--- config.mk ---
export PLATFORM = sky130hd
export DESIGN_NAME = exec_cp0_unit
export DESIGN_NICKNAME = d
export VERILOG_FILES = /design/src/rtl/exec_cp0_unit.sv
export SDC_FILE = /design/constraint.sdc
export NUM_CORES = 1
export LEC_CHECK = 0
export BUFFER_PORTS_ARGS = -buffer_cell sky130_fd_sc_hd__buf_2
export CORE_AREA = 2 2 195 197
export DETAILED_ROUTE_END_ITERATION = 16
export DIE_AREA = 0 0 197 199
export GPL_TIMING_DRIVEN = 1
export HOLD_SLACK_MARGIN = 0.12
export PLACE_DENSITY = 0.6
export SLEW_MARGIN = 10
export SYNTH_ARGS = -nofsm -noshare
export SYNTH_HDL_FRONTEND = slang
export SYNTH_SLANG_ARGS = --single-unit
--- constraint.sdc ---
create_clock -name clk -period 7.2 [get_ports clk]
set_clock_uncertainty 0.15 [all_clocks]
set_input_delay 1.44 -clock clk [delete_from_list [all_inputs] [get_ports clk]]
set_output_delay 1.44 -clock clk [all_outputs]
set_load 0.02 [all_outputs]
--- src/rtl/exec_cp0_unit.sv ---
// Execution/system unit for the multi-cycle MIPS datapath.
// Combinational ALU with flag generation, a combinational byte-access
// converter between the datapath and word-wide data memory, and a clocked
// coprocessor-0 holding SR, Cause, EPC and PRId with interrupt request logic.
module exec_cp0_unit #(
    parameter int          DEV_CNT = 6,
    parameter logic [31:0] PRID    = 32'h0000_2019
) (
    input  logic               clk,
    input  logic               rst,
    // ALU
    input  logic [2:0]         alu_op,
    input  logic [31:0]        x,
    input  logic [31:0]        y,
    input  logic [4:0]         shamt,
    input  logic [31:0]        flag,
    output logic [31:0]        alu_out,
    output logic [31:0]        nflag,
    // Byte-access converter
    input  logic               bac_op,
    input  logic [31:0]        ain,
    input  logic [31:0]        din1,
    input  logic [31:0]        din2,
    output logic [31:0]        aout,
    output logic [31:0]        dout1,
    output logic [31:0]        dout2,
    // CP0
    input  logic [29:0]        pc,
    input  logic [31:0]        cp0_din,
    input  logic [DEV_CNT-1:0] hwint,
    input  logic [1:0]         sel,
    input  logic               cp0_wen,
    input  logic               exl_set,
    input  logic               exl_clr,
    output logic               int_req,
    output logic [29:0]        epc,
    output logic [31:0]        cp0_dout
);

    typedef enum logic [2:0] {
        OP_ADDU = 3'b000,
        OP_SUBU = 3'b001,
        OP_OR   = 3'b010,
        OP_ADD  = 3'b011,
        OP_SLT  = 3'b100,
        OP_LUI  = 3'b101,
        OP_SLL  = 3'b110,
        OP_AND  = 3'b111
    } alu_op_e;

    typedef enum logic [1:0] {
        SEL_SR    = 2'd0,
        SEL_CAUSE = 2'd1,
        SEL_EPC   = 2'd2,
        SEL_PRID  = 2'd3
    } cp0_sel_e;

    // ------------------------------------------------------------------
    // ALU
    // ------------------------------------------------------------------
    alu_op_e     w_op;
    logic [31:0] w_sum;
    logic        w_ovf;

    assign w_op  = alu_op_e'(alu_op);
    assign w_sum = x + y;
    // Signed overflow: operands share a sign that the sum does not.
    assign w_ovf = (x[31] == y[31]) && (w_sum[31] != x[31]);

    // Select the ALU result for the current operation.
    always_comb begin
        // NOTE: default first so every path assigns alu_out and no latch is inferred.
        alu_out = w_sum;
        case (w_op)
            OP_ADDU: alu_out = w_sum;
            OP_SUBU: alu_out = x - y;
            OP_OR:   alu_out = x | y;
            OP_ADD:  alu_out = w_sum;
            OP_SLT:  alu_out = {31'b0, ($signed(x) < $signed(y))};
            OP_LUI:  alu_out = {y[15:0], 16'h0000};
            OP_SLL:  alu_out = y << shamt;
            OP_AND:  alu_out = x & y;
            default: alu_out = w_sum;
        endcase
    end

    // Overflow bit only changes on ADD; bit 0 is the branch equality test.
    // The incoming flag[0] is always replaced, so it is tied off here.
    logic w_unused_flag0;
    assign w_unused_flag0 = flag[0];
    assign nflag = {flag[31:2], (w_op == OP_ADD) ? w_ovf : flag[1], (x == y)};

    // ------------------------------------------------------------------
    // Byte-access converter
    // ------------------------------------------------------------------
    logic [31:0] w_lane_shift;
    logic [7:0]  w_rd_byte;
    logic [31:0] w_merge;

    assign w_lane_shift = din2 >> {ain[1:0], 3'b000};
    assign w_rd_byte    = w_lane_shift[7:0];

    // Read-modify-write merge of the store byte into the addressed lane.
    always_comb begin
        w_merge = din2;
        case (ain[1:0])
            2'd0: w_merge = {din2[31:8], din1[7:0]};
            2'd1: w_merge = {din2[31:16], din1[7:0], din2[7:0]};
            2'd2: w_merge = {din2[31:24], din1[7:0], din2[15:0]};
            2'd3: w_merge = {din1[7:0], din2[23:0]};
            default: w_merge = din2;
        endcase
    end

    // Word mode passes through; byte mode word-aligns and converts data.
    always_comb begin
        aout  = ain;
        dout1 = din1;
        dout2 = din2;
        if (bac_op) begin
            aout  = {ain[31:2], 2'b00};
            dout1 = w_merge;
            dout2 = {{24{w_rd_byte[7]}}, w_rd_byte};
        end
    end

    // ------------------------------------------------------------------
    // CP0
    // ------------------------------------------------------------------
    logic [DEV_CNT-1:0] r_im;
    logic [DEV_CNT-1:0] r_ip;
    logic               r_exl;
    logic               r_ie;
    logic [29:0]        r_epc;

    logic w_sr_wr;
    logic w_epc_wr;

    assign w_sr_wr  = cp0_wen && (cp0_sel_e'(sel) == SEL_SR);
    assign w_epc_wr = cp0_wen && (cp0_sel_e'(sel) == SEL_EPC);

    // CP0 state: IP samples hwint every edge; EXL/EPC honour
    // exl_set > register write > exl_clr.
    always_ff @(posedge clk or posedge rst) begin
        if (rst) begin
            // NOTE: non-blocking assignments for all registered state avoid ordering races between always blocks.
            r_im  <= '0;
            r_ip  <= '0;
            r_exl <= 1'b0;
            r_ie  <= 1'b0;
            r_epc <= '0;
        end else begin
            r_ip <= hwint;
            if (w_sr_wr) begin
                r_im <= cp0_din[10 +: DEV_CNT];
                r_ie <= cp0_din[0];
            end
            if (exl_set) begin
                r_exl <= 1'b1;
                r_epc <= pc;
            end else begin
                if (w_sr_wr)
                    r_exl <= cp0_din[1];
                else if (exl_clr)
                    r_exl <= 1'b0;
                if (w_epc_wr)
                    r_epc <= cp0_din[31:2];
            end
        end
    end

    logic [5:0]  w_im6;
    logic [5:0]  w_ip6;
    logic [31:0] w_sr;
    logic [31:0] w_cause;

    assign w_im6   = 6'(r_im);
    assign w_ip6   = 6'(r_ip);
    assign w_sr    = {16'h0000, w_im6, 8'h00, r_exl, r_ie};
    assign w_cause = {16'h0000, w_ip6, 10'h000};

    assign int_req = (|(r_ip & r_im)) & r_ie & ~r_exl;
    assign epc     = r_epc;

    // Register read port selected by sel.
    always_comb begin
        cp0_dout = w_sr;
        case (cp0_sel_e'(sel))
            SEL_SR:    cp0_dout = w_sr;
            SEL_CAUSE: cp0_dout = w_cause;
            SEL_EPC:   cp0_dout = {r_epc, 2'b00};
            SEL_PRID:  cp0_dout = PRID;
            default:   cp0_dout = w_sr;
        endcase
    end

endmodule

==> metrics.csv <==
stage,metric,value,unit
power_and_ir_drop,power_density,127,mW/mm²
logic_synthesis,syn-cell-area,0.0103,mm²
logic_synthesis,synth_cell_type_count,71,
detailed_routing,viasPerCell,5.62,
power_and_ir_drop,clkPwrFrac,16.8,%
critical_path,r2r_slack,6.15,ns
timing,min_period,6.71,ns
min_path,holdCritStartpoint,r_im[2],
floorplan,die_w,197,µm
logic_synthesis,synth_edf_count,0,
layout,fillers,4039,
clock_tree,clk-insertion-delay-late,0.29,ns
power_and_ir_drop,leakage,6.41,nW
logic_synthesis,synth_top_flop_cell,dfrtp_1,
layout,synthToLayoutAreaGrowth,20.3,%
timing,setup_tns,0,ns
detailed_routing,drc,0,
placed_design,hpwl,38100,µm
detailed_routing,wirelength,46300,µm
detailed_routing,drtAntennaViolNets,0,
global_route,grt_max_degree,62,
layout,design_area,0.0123,mm²
timing,max_slew_margin,33.7,%
power_and_ir_drop,power.net_switching,0.000766,W
timing,setup_violations,0,
clock_tree,path_clk_slew,0.07,ns
layout,fin_nets,2113,
global_route,grt_pass1_wl,68300,µm
placed_design,post-place-ws,0.604,ns
outcome,status,"complete, no violations",
layout,postLayoutCoreUtil,33.3,%
detailed_routing,drtIter0Drc,1159,
critical_path,path_max_fanout,9,
timing,tightest_slew,0.988,ns
clock_tree,cts_tree,done,
floorplan,ioPinCount,499,
timing,timing.final.ws_setup,0.494,ns
floorplan,die_h,199,µm
power_and_ir_drop,pwr-share-comb,64.3,%
layout,drive_gt1_share,26.7,%
logic_synthesis,async_flop_share,100,%
clock_tree,ctsHoldBuffers,0,
critical_path,cp-end-kind,primary output,
global_route,track_usage,22.2,%
clock_tree,clockBufferDepth,2,
logic_synthesis,yosysWarnings,0,
placed_design,placed_area,0.0122,mm²
global_route,grt_pass1_vias,11624,
timing,rsz0062_at_grt,false,
critical_path,path_class,input pin to primary output,
clock_tree,clockRootBuffer,clkbuf_16,
detailed_routing,drt-wirelength-per-cell,20.9,µm
logic_synthesis,synthesis.nets,1859,
detailed_routing,vias,12470,
critical_path,worst-endpoint-arrival,5.12,ns
logic_synthesis,syn_inst,1483,
layout,fin_cells,2218,
timing,post-route-period-util,93.1,%
floorplan,rows,71,
clock_tree,cts_buffers,5,
clock_tree,cts-resized-gates,0,
clock_tree,post-cts-setup-buffer-count,0,
logic_synthesis,syn_avg_cell_area,6.92,µm²
timing,finalHoldViolations,0,
layout,seqCellArea,0.00110,mm²
job,drv_cap,0,
floorplan,core_region_area,0.0371,mm²
power_and_ir_drop,sw_frac_of_total,49.0,%
power_and_ir_drop,internal_power,0.000799,W
logic_synthesis,seq_area_frac_synth,10.7,%
critical_path,worstRegToRegCells,2,
critical_path,cp-start-kind,input pin,
min_path,hold_depth,1,
placed_design,placedCellCount,2204,
timing,drv_slew,0,
detailed_routing,firstDrtPassIters,6,
timing,max_freq,0.149,GHz
global_route,antenna_found_initial,9,
power_and_ir_drop,p_seq_share,19.0,%
placed_design,numPortBuffers,377,
placed_design,gp_congestion,1.01,
logic_synthesis,ys_ff_latch,44,
critical_path,crit_required,5.61,ns
min_path,hold_path.class,flop to flop,
floorplan,initial_utilization,27.7,%
clock_tree,htree_levels,2,
floorplan,die_area,0.0392,mm²
critical_path,r2r-start,r_exl,
min_path,min_to,r_im[2],
power_and_ir_drop,irDropWorstVdd,0.137,mV
layout,multiInputGateArea,0.00787,mm²
clock_tree,cts.sinks,44,
global_route,grt_overflow,0,
critical_path,rr_endpoint,r_exl,
## registers in the layout, indices dropped and copies added, names as in the netlist
| name | cells |
|---|---|
| epc | 30 |
| r_im | 6 |
| r_ip | 6 |
| r_exl | 1 |
| r_ie | 1 |
## layout by cell type, fill, tap and decap left out, drive strengths merged, types with 13 or more instances in the layout
| cell type | n |
|---|---|
| nor2 | 141 |
| nand2 | 132 |
| dfrtp | 44 |
| a221o | 16 |
| o221ai | 14 |
| buf | 407 |
| a211oi | 14 |
| o211ai | 15 |
| and2 | 30 |
| a21oi | 130 |
| nor3 | 27 |
| mux2 | 24 |
| a221oi | 20 |
| o21ai | 132 |
| inv | 128 |
| nand2b | 14 |
| o22ai | 27 |
| ha | 98 |
| o21bai | 13 |
| a21o | 19 |
| mux2i | 109 |
## cell type report
cell class,count,share of cell area [%]
Antenna cell,6,0.122
Clock buffer,5,1.01
Clock inverter,3,0.375
Inverter,130,3.95
Multi-Input combinational cell,1149,63.7
Sequential cell,44,8.92
Tap cell,474,4.80
Timing Repair Buffer,407,17.1
## worst max-delay path by stage
stage,startpoint,end,slack [ns],cells after the start
after floorplan,y[7],alu_out[31],1.35,11
after global placement,y[7],alu_out[31],0.59,13
after detailed placement,y[7],alu_out[31],0.60,13
after CTS,y[7],alu_out[31],0.59,13
after global routing,y[7],alu_out[31],0.33,13
final,y[2],alu_out[26],0.49,12
## synth_stat cells (12+ instances only)
| library cell | n | area share (%) |
|---|---|---|
| nor2_1 | 141 | 5.2 |
| nand2_1 | 132 | 4.8 |
| o21ai_0 | 131 | 6.4 |
| a21oi_1 | 130 | 6.3 |
| inv_1 | 125 | 4.6 |
| mux2i_1 | 109 | 11 |
| ha_1 | 98 | 12 |
| clkbuf_1 | 88 | 3.2 |
| buf_4 | 60 | 4.4 |
| dfrtp_1 | 44 | 11 |
| and2_1 | 30 | 1.8 |
| o22ai_1 | 27 | 1.6 |
| nor3_1 | 26 | 1.3 |
| mux2_2 | 24 | 2.6 |
| a221oi_1 | 20 | 1.7 |
| a21o_1 | 19 | 1.4 |
| a221o_1 | 16 | 1.6 |
| o211ai_1 | 15 | 1.1 |
| a211oi_1 | 14 | 1.0 |
| nand2b_1 | 14 | 0.85 |
| o221ai_1 | 14 | 1.2 |
| o21bai_1 | 13 | 0.95 |
| nand3_1 | 12 | 0.58 |
## layer usage
layer	track usage [%]	share of wire (%)	vias up
li1	-	-	5773
met1	28.7	41	5774
met2	36.1	45	809
met3	4.65	10	112
met4	8.66	3.7	2
met5	1.28	0.14	-
## kinds of logic after synthesis
| family | share of synthesized area [%] |
|---|---|
| AOI/OAI and AO/OA | 30.5 |
| xor gates and xnor gates | 0.682 |
| adders and majority gates | 12.3 |
| buffers and inverters | 12.8 |
| DFF | 10.7 |
| muxes | 14.4 |
| and+or+nand+nor | 18.6 |
## critical path, cell delays in order
cell,delay (ns)
buf_2,0.17
inv_1,0.08
ha_1,0.48
nor3_1,0.13
o311ai_0,0.48
a31oi_1,0.29
or2_2,0.38
a31oi_1,0.57
o31a_1,0.28
o221ai_1,0.18
a221o_1,0.42
buf_2,0.20
## stage by stage
stage | hold WS, ns | power (W)
floorplan | 0.346 | 0.000964
global placement | 0.365 | 0.00128
detailed placement | 0.370 | 0.00129
CTS | 0.385 | 0.00156
global route | 0.421 | 0.00167
finish | 0.392 | 0.00156
## power by group through the flow
stage | sequential (W) | combinational, W | clock, W
after CTS | 0.000297 | 0.000992 | 0.000269
after global routing | 0.000300 | 0.00109 | 0.000279
after detailed placement | 0.000300 | 0.000988 | 0
after floorplan | 0.000313 | 0.000651 | 0
final | 0.000297 | 0.00101 | 0.000262
after global placement | 0.000299 | 0.000981 | 0
Power figures use the tool's default switching activity.
